$ cat config.mk
export PLATFORM = sky130hd
export DESIGN_NAME = mem_stage
export DESIGN_NICKNAME = d
export VERILOG_FILES = /design/src/rtl/mem_stage.sv
export SDC_FILE = /design/constraint.sdc
export NUM_CORES = 1
export LEC_CHECK = 0
export BUFFER_PORTS_ARGS = -buffer_cell sky130_fd_sc_hd__buf_2
export CAP_MARGIN = 15
export CORE_AREA = 2 2 156 158
export CTS_CLUSTER_DIAMETER = 60
export CTS_CLUSTER_SIZE = 40
export DETAILED_ROUTE_END_ITERATION = 10
export DIE_AREA = 0 0 158 160
export PLACE_DENSITY_LB_ADDON = 0.2
export SETUP_SLACK_MARGIN = 0.5
export SLEW_MARGIN = 30
export SYNTH_ARGS = -nofsm -noshare
export SYNTH_HDL_FRONTEND = slang
export SYNTH_SLANG_ARGS = --single-unit
export TNS_END_PERCENT = 100
$ cat constraint.sdc
create_clock -name clk -period 4.9 [get_ports clk]
set_clock_uncertainty 0.1 [all_clocks]
set_input_delay 0.49 -clock clk [delete_from_list [all_inputs] [get_ports clk]]
set_output_delay 0.49 -clock clk [all_outputs]
set_load 0.05 [all_outputs]
$ cat src/rtl/mem_stage.sv
// Memory stage of the in-order pipeline: holds one instruction from execute, aligns load data,
// selects the multiplier product, and offers the result to writeback and the decode forward path.
module mem_stage (
  input  logic         clk,
  input  logic         reset,
  input  logic         ws_allowin,
  output logic         ms_allowin,
  input  logic         es_to_ms_valid,
  input  logic [133:0] es_to_ms_bus,
  input  logic [31:0]  data_sram_rdata,
  input  logic [63:0]  mul_result,
  input  logic         excp_flush,
  input  logic         ertn_flush,
  output logic         ms_to_ws_valid,
  output logic [125:0] ms_to_ws_bus,
  output logic [37:0]  ms_to_ds_forward_bus,
  output logic         ms_to_es_excp
);

  logic         ms_valid_q, ms_valid_d;
  logic         entry_q, entry_d;
  logic [133:0] bus_q, bus_d;
  logic [31:0]  rdata_buf_q, rdata_buf_d;
  logic         rdata_buf_valid_q, rdata_buf_valid_d;

  logic         flush;
  logic         mem_sign_ext;
  logic [6:0]   excp_num;
  logic         csr_we;
  logic [13:0]  csr_idx;
  logic [31:0]  csr_result;
  logic         ertn;
  logic         excp;
  logic [1:0]   mem_size;
  logic [1:0]   mul_sel;
  logic         load_op;
  logic         gr_we;
  logic [4:0]   dest;
  logic [31:0]  result;
  logic [31:0]  pc;
  logic         unused_mdop;

  logic [31:0]  rdata_eff;
  logic [7:0]   load_byte;
  logic [15:0]  load_half;
  logic [31:0]  load_data;
  logic [31:0]  final_result;
  logic         forward_enable;

  assign mem_sign_ext = bus_q[133];
  assign excp_num     = bus_q[132:126];
  assign csr_we       = bus_q[125];
  assign csr_idx      = bus_q[124:111];
  assign csr_result   = bus_q[110:79];
  assign ertn         = bus_q[78];
  assign excp         = bus_q[77];
  assign mem_size     = bus_q[76:75];
  assign mul_sel      = bus_q[72:71];
  assign load_op      = bus_q[70];
  assign gr_we        = bus_q[69];
  assign dest         = bus_q[68:64];
  assign result       = bus_q[63:32];
  assign pc           = bus_q[31:0];
  assign unused_mdop  = ^bus_q[74:73];

  assign flush          = excp_flush | ertn_flush;
  assign ms_allowin     = !ms_valid_q | ws_allowin;
  assign ms_to_ws_valid = ms_valid_q;

  // SRAM data is only valid in the entry cycle; a stalled load keeps its own copy until handoff.
  always_comb begin
    ms_valid_d        = ms_valid_q;
    entry_d           = 1'b0;
    bus_d             = bus_q;
    rdata_buf_d       = rdata_buf_q;
    rdata_buf_valid_d = rdata_buf_valid_q;
    if (ms_allowin) begin
      ms_valid_d = es_to_ms_valid;
      entry_d    = es_to_ms_valid;
      bus_d      = es_to_ms_bus;
    end
    if (ms_valid_q & ws_allowin) begin
      rdata_buf_valid_d = 1'b0;
    end else if (ms_valid_q & entry_q & load_op & !ws_allowin) begin
      rdata_buf_d       = data_sram_rdata;
      rdata_buf_valid_d = 1'b1;
    end
    if (flush) begin
      ms_valid_d        = 1'b0;
      entry_d           = 1'b0;
      rdata_buf_valid_d = 1'b0;
    end
  end

  always_ff @(posedge clk) begin
    if (reset) begin
      ms_valid_q        <= 1'b0;
      entry_q           <= 1'b0;
      rdata_buf_valid_q <= 1'b0;
    end else begin
      ms_valid_q        <= ms_valid_d;
      entry_q           <= entry_d;
      rdata_buf_valid_q <= rdata_buf_valid_d;
    end
  end

  always_ff @(posedge clk) begin
    bus_q       <= bus_d;
    rdata_buf_q <= rdata_buf_d;
  end

  assign rdata_eff = rdata_buf_valid_q ? rdata_buf_q : data_sram_rdata;

  always_comb begin
    load_byte = rdata_eff[7:0];
    case (result[1:0])
      2'b00: load_byte = rdata_eff[7:0];
      2'b01: load_byte = rdata_eff[15:8];
      2'b10: load_byte = rdata_eff[23:16];
      2'b11: load_byte = rdata_eff[31:24];
      default: load_byte = rdata_eff[7:0];
    endcase
    load_half = result[1] ? rdata_eff[31:16] : rdata_eff[15:0];
    load_data = '0;
    case (mem_size)
      2'b00: load_data = rdata_eff;
      2'b01: load_data = {{24{mem_sign_ext & load_byte[7]}}, load_byte};
      2'b10: load_data = {{16{mem_sign_ext & load_half[15]}}, load_half};
      default: load_data = '0;
    endcase
  end

  always_comb begin
    final_result = result;
    if (load_op) begin
      final_result = load_data;
    end else if (mul_sel[0]) begin
      final_result = mul_result[31:0];
    end else if (mul_sel[1]) begin
      final_result = mul_result[63:32];
    end
  end

  assign forward_enable       = ms_valid_q & gr_we & (dest != 5'd0);
  assign ms_to_ds_forward_bus = {forward_enable, dest, final_result};
  assign ms_to_es_excp        = ms_valid_q & (excp | ertn);

  assign ms_to_ws_bus = {excp_num, csr_we, csr_idx, csr_result, ertn, excp,
                         gr_we & !excp, dest, final_result, pc};

endmodule

==> results of run 1 <==
kinds of logic after synthesis:
kind of cell           Yosys count  synth area share, %
AO/OA/AOI/OAI                   68                 5.95
buffers and inverters          165                 14.4
multiplexers                    94                 14.3
flip-flops                     167                 60.0
AND/OR/NAND/NOR                 79                 5.46
synthesized netlist by cell type, types with 7 or more instances:
| cell type | number | area share [%] |
|---|---|---|
| a31oi_1 | 8 | 0.60 |
| buf_2 | 12 | 0.72 |
| buf_4 | 135 | 12 |
| buf_6 | 7 | 0.95 |
| edfxtp_1 | 164 | 59 |
| mux2_2 | 26 | 3.5 |
| mux2i_1 | 50 | 6.0 |
| mux4_2 | 15 | 4.1 |
| nand2_1 | 20 | 0.90 |
| nand2b_1 | 9 | 0.68 |
| nor2_1 | 15 | 0.68 |
| o21ai_0 | 16 | 0.96 |
| o2bb2ai_1 | 15 | 1.6 |
| or3b_1 | 14 | 1.5 |
final timing paths:
kind,startpoint,end,slack (ns),cells after the start
max,bus_q[70]$_DFFE_PN_,ms_to_ds_forward_bus[19],1.25,6
max reg2reg,ms_to_ws_valid$_SDFFE_PP0N_,bus_q[123]$_DFFE_PN_,2.88,3
min,es_to_ms_bus[13],bus_q[13]$_DFFE_PN_,0.13,1
min reg2reg,ms_to_ws_valid$_SDFFE_PP0N_,rdata_buf_valid_q$_SDFFE_PP0P_,0.48,2
final cells by class:
cell class	instances	area, um2
fillers	2348	13600
flip-flops and latches	167	4990
multi-input cells	241	2130
repair buffers	408	2070
clock buffers	17	425
well taps	324	405
clock inverters	14	158
inverters	4	20.0
diodes	4	10.0
power by group through the flow:
stage,clock (mW),sequential [mW],combinational [mW]
floorplan,0,1.68,0.675
global placement,0,1.70,0.803
detailed placement,0,1.70,0.811
CTS,1.38,1.67,0.811
global route,1.43,1.67,0.846
finish,1.33,1.66,0.802
critical path: cells and delay by family (launching register included):
kind                   cells  cell delay [ns]
AOI/OAI and AO/OA          1             0.56
buffers and inverters      3             0.94
DFF                        1             0.32
and+or+nand+nor            2             0.81
stage by stage:
stage | power [mW] | hold slack [ns] | instance area [um2] | utilization, % | worst slack (ns)
2_1_floorplan | 2.36 | 0.489 | 8310 | - | 0.720
3_3_place_gp | 2.50 | 0.452 | 9600 | 40.3 | 1.62
3_5_place_dp | 2.51 | 0.456 | 9610 | 40.4 | 1.65
4_1_cts | 3.86 | 0.110 | 10200 | 42.8 | 1.14
5_1_grt | 3.95 | 0.106 | 10200 | 42.8 | 0.923
6_report | 3.80 | 0.134 | 10200 | 42.9 | 1.25
per-layer routing:
layer  up-vias  GRT usage [%]  share of wire [%]
li1       2562              -                  -
met1      2531           19.9                 37
met2       254           31.1                 51
met3        29           6.57                9.2
met4         0           5.49                2.0
met5         -              0                  0
registers in the layout, indices dropped and copies added (netlist names):
signal	flops
rdata_buf_q	32
rdata_buf_valid_q	1
ms_to_ws_valid	1
bus_q	132
entry_q	1
==> results_dict.tcl, run 1 <==
set metrics [dict create \
    path_max_fanout 27 \
    combPwrFrac_pct 21.1 \
    cts_tree "done" \
    die_h_um 160 \
    synth_edf_count 164 \
    start_util_pct 34.9 \
    clk_pin_slew_ns 0.08 \
    cts_sinks 167 \
    rows 57 \
    syn-instance-count 573 \
    endpoint_kind "output port" \
    dr.first_iter.drc_count 215 \
    tightest_slew_ns 0.718 \
    pin_count 403 \
    stdcell_count 1179 \
    switching_share_pct 33.0 \
    post-route-period-util_pct 74.5 \
    drtPass1Iterations 4 \
    power_frac_clock_pct 35.1 \
    postCtsSetupBuffers 0 \
    htree_num_levels 4 \
    ant_nets 0 \
    final_common_cell "buf_2" \
    required_ns 4.31 \
    cellPowerDensity_nw_per_um2 372 \
    drive_above_1_share_pct 57.5 \
    p_int_mw 2.54 \
    vias 5376 \
    synthDistinctLibCells 45 \
    final_cell_mix "buf_2, edfxtp_1, mux2i_1, mux2_2, nand2_1" \
    slew_headroom_pct 52.1 \
    syn-num-nets 809 \
    p_sw_mw 1.25 \
    drt_wl_total_um 22700 \
    cts-resized-gates 0 \
    hold_class "in2reg" \
    hpwl_um 17800 \
    wire_per_inst_um 19.3 \
    syn_area_um2 8310 \
    viasPerCell 4.56 \
    grt_pass1_vias 5545 \
    critPathSlowestCell "a21oi_1" \
    async_flop_share_pct 0 \
    critPathArrivalTime_ns 3.06 \
    setup_viol 0 \
    dp.cells 1144 \
    numCtsBuffers 17 \
    dieArea_um2 25300 \
    root_buffer "clkbuf_16" \
    drc_errors 0 \
    grt_pass1_wl_um 32700 \
    gr-total-overflow 0 \
    cts.path.max_buffers 2 \
    antenna_found_initial 6 \
    outcome "finished, final reports clean" \
    slew_violations 0 \
    finalHoldViolCount 0 \
    finalSetupTns_ns 0 \
    num-nets-final 1075 \
    cp_slowest_stage_delay_ns 0.56 \
    fin_crit_ns 3.65 \
    cp_cell_sequence "buf_4 > inv_1 > a21oi_1 > nand4_2 > or3b_2 > buf_2" \
    max_freq_mhz 274 \
    die_width_um 158 \
    core_um2 23800 \
    ys_seq_elements 167 \
    start_kind "flip-flop" \
    globalplace.congestion 0.731 \
    critPathKind "reg2out" \
    insertion_delay_ns 0.42 \
    grt_max_degree 56 \
    avgSynthCellArea_um2 14.5 \
    io_buffers 400 \
    rsz0062_at_grt "no" \
    grtUsageTotal_pct 17.7 \
    maxCapViolations 0 \
    area_growth_pct 22.8 \
    yosysWarnings 0 \
    synth_seq_area_share_pct 60.0 \
    p_leak_nw 4.44 \
    cts-hold-fix-buffers 0 \
    irDropWorstVdd_mv 0.191 \
    synth_ff_type "edfxtp_1" \
    power.share.sequential_pct 43.8 \
]
Note: power is estimated with default switching activity, not from simulation.
==> inputs of run 2 (changes only) <==
--- a/config.mk
+++ b/config.mk
@@ -5,13 +5,14 @@
 export SDC_FILE = /design/constraint.sdc
 export NUM_CORES = 1
 export LEC_CHECK = 0
+export ABC_AREA = 1
 export BUFFER_PORTS_ARGS = -buffer_cell sky130_fd_sc_hd__buf_2
 export CAP_MARGIN = 15
-export CORE_AREA = 2 2 156 158
+export CORE_AREA = 2 2 155 157
 export CTS_CLUSTER_DIAMETER = 60
 export CTS_CLUSTER_SIZE = 40
 export DETAILED_ROUTE_END_ITERATION = 10
-export DIE_AREA = 0 0 158 160
+export DIE_AREA = 0 0 157 159
 export PLACE_DENSITY_LB_ADDON = 0.2
 export SETUP_SLACK_MARGIN = 0.5
 export SLEW_MARGIN = 30
==> constraint.sdc (replaced) <==
create_clock -name clk -period 3.5 [get_ports clk]
set_clock_uncertainty 0.1 [all_clocks]
set_input_delay 0.35 -clock clk [delete_from_list [all_inputs] [get_ports clk]]
set_output_delay 0.35 -clock clk [all_outputs]
set_load 0.05 [all_outputs]
==> results_dict.tcl, run 2 <==
set metrics [dict create \
    drtPass1Iterations 5 \
    grtUsageTotal_pct 22.0 \
    final_common_cell "buf_2" \
    die_h_um 159 \
    critPathKind "reg2out" \
    drc_errors 0 \
    endpoint "ms_to_ds_forward_bus[20]" \
    io_buffers 400 \
    wire_per_inst_um 18.1 \
    die_width_um 157 \
    timing.rr.end "rdata_buf_q[19]$_DFFE_PP_" \
    largest_register_ffs 132 \
    ff2ff_setup_slack_ns 1.61 \
    p_sw_mw 1.85 \
    yosysTopAreaCell "edfxtp_1" \
    setup_viol 0 \
    htree_num_levels 4 \
    hold_class "in2reg" \
    start_util_pct 35.4 \
    ant_nets 0 \
    irDropWorstVdd_mv 0.310 \
    top_register "bus_q" \
    stdcell_count 1523 \
    dieArea_um2 25000 \
    slew_violations 0 \
    grt_max_degree 51 \
    gr-total-overflow 0 \
    yosysMostFrequentCell "nand2_1" \
    maxCapViolations 0 \
    vias 6806 \
    syn-instance-count 765 \
    path_max_fanout 16 \
    pin_count 403 \
    rows 56 \
    critPathArrivalTime_ns 2.45 \
    cts_sinks 167 \
    dr.first_iter.drc_count 398 \
    drt_wl_total_um 27500 \
    cp_cell_sequence "inv_1 > nand2_1 > inv_1 > nand3_4 > nand3_1 > nand2_1 > nand2_1 > buf_2" \
    rsz0062_at_grt "yes" \
    dp.cells 1333 \
    area_growth_pct 43.4 \
    slew_headroom_pct 60.8 \
    synth_top_area_share_pct 60.0 \
    insertion_delay_ns 0.42 \
    yosysWarnings 0 \
    synthDistinctLibCells 30 \
    switching_share_pct 33.7 \
    core_um2 23200 \
    numCtsBuffers 17 \
    power_frac_clock_pct 33.8 \
    grt_pass1_wl_um 40800 \
    synth_seq_area_share_pct 60.7 \
    power.share.sequential_pct 42.3 \
    syn_area_um2 8210 \
    finalSetupTns_ns 0 \
    cts.path.max_buffers 2 \
    synth_edf_count 164 \
    cellPowerDensity_nw_per_um2 467 \
    clk_pin_slew_ns 0.07 \
    p_int_mw 3.64 \
    viasPerCell 4.47 \
    combPwrFrac_pct 23.9 \
    synthTopCellsByArea "edfxtp_1, buf_4, nand2_1" \
    pre_cts_ws_ns 0.894 \
    r2r-start "bus_q[70]$_DFFE_PN_" \
    max_freq_mhz 345 \
    p_leak_nw 5.43 \
    required_ns 3.05 \
    r2r_cells 4 \
    outcome "finished, final reports clean" \
    grt_pass1_vias 7281 \
    hpwl_um 20200 \
    cts_tree "done" \
    critPathSlowestCell "edfxtp_1" \
    critPathLaunch "bus_q[75]$_DFFE_PN_" \
    globalplace.congestion 0.848 \
    cp_slowest_stage_delay_ns 0.45 \
    start_kind "flip-flop" \
    fin_crit_ns 2.90 \
    finalHoldViolCount 0 \
    async_flop_share_pct 0 \
    hold_ws_ns 0.0239 \
    ys_seq_elements 167 \
    num-nets-final 1426 \
    avgSynthCellArea_um2 10.7 \
    synth_common_cells "nand2_1, edfxtp_1, buf_4, nand3_1, o211ai_1" \
    tightest_slew_ns 0.582 \
    syn-num-nets 1001 \
    setup_ws_ns 0.604 \
    final_util_pct 50.8 \
    reg.largest.list "bus_q: 132 flops, rdata_buf_q: 32 flops" \
    synth_ff_type "edfxtp_1" \
    min_path_cells 1 \
    final_cell_mix "buf_2, nand2_1, edfxtp_1, dlygate4sd3_1, nand3_1" \
    root_buffer "clkbuf_16" \
    endpoint_kind "output port" \
    antenna_found_initial 2 \
    cpMostUsedCell "nand2_1" \
    post-route-period-util_pct 82.7 \
    drive_above_1_share_pct 41.0 \
]
## run 2: how the worst min path moves through the flow
stage                                 from                        endpoint
5_1_grt                data_sram_rdata[13]       rdata_buf_q[13]$_DFFE_PP_
6_report               data_sram_rdata[13]       rdata_buf_q[13]$_DFFE_PP_
4_1_cts                data_sram_rdata[13]       rdata_buf_q[13]$_DFFE_PP_
3_5_place_dp   ms_to_ws_valid$_SDFFE_PP0N_  rdata_buf_valid_q$_SDFFE_PP0P_
3_3_place_gp   ms_to_ws_valid$_SDFFE_PP0N_  rdata_buf_valid_q$_SDFFE_PP0P_
2_1_floorplan              es_to_ms_bus[0]              bus_q[0]$_DFFE_PN_
## run 2: per-layer routing
metal	up-vias	global-route usage [%]	part of all wire, %
li1	3325	-	-
met4	0	8.72	3.3
met2	256	38.0	51
met5	-	0	0
met1	3177	26.1	39
met3	48	5.69	6.5
## run 2: worst max-delay path, delay by kind of cell, from the launching register on
| family | cells | cell delay, ns |
|---|---|---|
| flip-flops | 1 | 0.45 |
| buffers and inverters | 3 | 0.78 |
| AND/OR/NAND/NOR | 5 | 0.77 |
## run 2: timing repair
action                                 4_1_cts  5_1_grt
endpoints found under the hold margin      154        0
setup endpoints to repair                   29       48
resized for setup                            4       13
hold buffers                               154        0
setup buffers                                0        2
cloned                                       0        1
## run 2: area by class of cell
cell class | count | area, um2
diodes | 2 | 5.00
inverters | 29 | 124
clock inverters | 14 | 158
flip-flops and latches | 167 | 4990
fillers | 2152 | 11400
repair buffers | 570 | 3680
multi-input cells | 405 | 1990
well taps | 319 | 399
clock buffers | 17 | 425
## run 2: metrics by stage
step	power (mW)	cell area, um2
2_1_floorplan	3.30	8230
3_3_place_gp	3.53	9560
3_5_place_dp	3.53	9560
4_1_cts	5.54	11700
5_1_grt	5.71	11800
6_report	5.49	11800
## run 2: power groups by stage
stage	Clock (mW)	Combinational (mW)	Sequential [mW]
4_1_cts	1.91	1.31	2.32
2_1_floorplan	0	0.941	2.36
5_1_grt	1.99	1.39	2.33
3_3_place_gp	0	1.17	2.36
6_report	1.86	1.31	2.32
3_5_place_dp	0	1.17	2.36
## run 2: cells by family (layout without fill, tap and decap cells)
logic type,Yosys count,after routing,share of synthesized area [%]
DFF,167,167,60.7
other,0,2,0
AOI/OAI and AO/OA,70,70,5.63
and+or+nand+nor,334,335,18.0
buffers and inverters,194,630,15.6
==> inputs of run 3 (changes only) <==
==> constraint.sdc (replaced) <==
create_clock -name clk -period 2.8 [get_ports clk]
set_clock_uncertainty 0.1 [all_clocks]
set_input_delay 0.28 -clock clk [delete_from_list [all_inputs] [get_ports clk]]
set_output_delay 0.28 -clock clk [all_outputs]
set_load 0.05 [all_outputs]
==> results_dict.tcl, run 3 (same netlist as run 2, synthesis figures left out) <==
set metrics [dict create \
    outcome "finished, final reports clean" \
    vias 7236 \
    wire_per_inst_um 19.0 \
    ant_nets 0 \
    dr.first_iter.drc_count 368 \
    antenna_found_initial 4 \
    slew_violations 0 \
    power_mw 7.34 \
    clk_pin_slew_ns 0.08 \
    cts_sinks 167 \
    setup_viol 0 \
    final_cell_area_um2 13400 \
    tightest_slew_ns 0.588 \
    n_fill_cell 1874 \
    globalplace.congestion 0.854 \
    die_h_um 159 \
    cp_cell_sequence "buf_12 > nand2_2 > nand3_2 > nand2_2 > inv_2 > nand2_8 > nand3_4 > nand3_2 > nand2_1 > nand2_2 > buf_6" \
    drc_errors 0 \
    cpMostUsedCell "nand2_2" \
    met1_usage_pct 28.0 \
    worstPathBufferInverterCount 3 \
    reg.largest.list "bus_q: 132 flops, rdata_buf_q: 32 flops" \
    drt_wl_total_um 30000 \
    htree_num_levels 4 \
    top_register "bus_q" \
    grtUsageTotal_pct 23.8 \
    rows 56 \
    area_growth_pct 63.8 \
    finalSetupTns_ns 0 \
    finalHoldViolCount 0 \
    slew_headroom_pct 60.8 \
    cp_slowest_stage_delay_ns 0.41 \
    maxCapViolations 0 \
    endpoint_kind "output port" \
    drtPass1Iterations 5 \
    io_buffers 400 \
    dpl-instance-area_um2 9650 \
    drive_above_1_share_pct 50.3 \
    viasPerCell 4.59 \
    irDropWorstVdd_mv 0.376 \
    insertion_delay_ns 0.41 \
    gr-total-overflow 0 \
    dieArea_um2 25000 \
    start_kind "flip-flop" \
    cts.path.max_buffers 2 \
    path_max_fanout 6 \
    final_common_cell "buf_2" \
    max_freq_mhz 398 \
    post-route-period-util_pct 89.8 \
    grt.met2_usage_pct 40.8 \
    hpwl_um 20200 \
    busiest_layer "met2" \
    core_um2 23200 \
    critPathTopFamily "simple AND/OR/NAND/NOR gates" \
    rsz0062_at_grt "yes" \
    grtUsageMet3_pct 5.74 \
    pin_count 403 \
    grt_max_degree 65 \
    hold_ws_ns 0.0880 \
    grt_pass1_vias 7799 \
    num-nets-final 1478 \
    critPathKind "reg2out" \
    critPathArrivalTime_ns 2.14 \
    grt_pass1_wl_um 44400 \
    p_leak_nw 6.09 \
    critPathSlowestCell "dfxtp_4" \
    root_buffer "clkbuf_16" \
    numCtsBuffers 17 \
    required_ns 2.42 \
    hold_class "in2reg" \
    final_cell_mix "buf_2, nand2_1, dlygate4sd3_1, edfxtp_1, buf_8" \
    largest_register_ffs 132 \
    die_width_um 157 \
    cts_tree "done" \
    fin_crit_ns 2.52 \
    start_util_pct 35.4 \
    cellPowerDensity_nw_per_um2 546 \
]
run 3: changes by cell type in the layout (fill, tap and decap cells not counted), moves of 13 or more:
cell	before	now
buf_2	397	336
buf_4	14	39
buf_6	1	16
buf_8	1	52
nand2_1	232	173
nand2_2	4	48
nand2_4	0	14
nand3_1	50	35
nand3_2	11	25
o21ai_0	16	0
o21ai_2	2	15
run 3: per-stage QoR:
| step | worst slack, ns | cells | utilization, % |
|---|---|---|---|
| after floorplan | -0.497 | 765 | - |
| after global placement | 0.358 | 1337 | 41.6 |
| after detailed placement | 0.326 | 1337 | 41.6 |
| after CTS | 0.287 | 1563 | 56.1 |
| after global routing | 0.146 | 1578 | 58.0 |
| final | 0.284 | 1578 | 58.0 |
run 3: worst paths after layout:
path | start | endpoint | slack [ns] | depth (start not counted)
max | rdata_buf_valid_q$_SDFFE_PP0P_ | ms_to_ds_forward_bus[30] | 0.28 | 11
min | ertn_flush | ms_to_ws_valid$_SDFFE_PP0N_ | 0.09 | 3
max reg2reg | bus_q[70]$_DFFE_PN_ | rdata_buf_q[29]$_DFFE_PP_ | 0.87 | 4
min reg2reg | ms_to_ws_valid$_SDFFE_PP0N_ | rdata_buf_valid_q$_SDFFE_PP0P_ | 0.39 | 1
run 3: layout make-up:
type	count	area (um2)	share of cell area, %
flip-flops and latches	167	4990	37.1
repair buffers	619	4820	35.9
multi-input cells	408	2480	18.5
clock buffers	17	425	3.16
well taps	319	399	2.97
clock inverters	15	180	1.34
inverters	29	128	0.949
diodes	4	10.0	0.0745
run 3: worst register-to-register path, stage by stage (launching register included):
cell	delay [ns]
edfxtp_1	0.34
buf_4	0.37
nand3_1	0.16
inv_1	0.18
buf_4	0.41
run 3: repair_timing:
action / in CTS / in global routing
setup endpoints to repair: 64 / 65
buffers inserted: 21 / 10
pin swaps: 33 / 12
hold endpoints to repair: 167 / 0
gates resized for setup: 267 / 76
cloned: 7 / 1
hold buffers: 166 / 0
run 3: where the power goes:
part           leakage [nW]  switching [mW]  internal [mW]
sequential             1.70          0.0432           2.86
combinational          4.09            1.26          0.761
clock                 0.295            1.19           1.21
total                  6.09            2.50           4.83
run 3: per-layer routing:
metal	share of wire, %	vias to the layer above
met4	4.3	0
met5	0	-
met2	52	298
met1	38	3416
met3	5.9	71
li1	-	3451
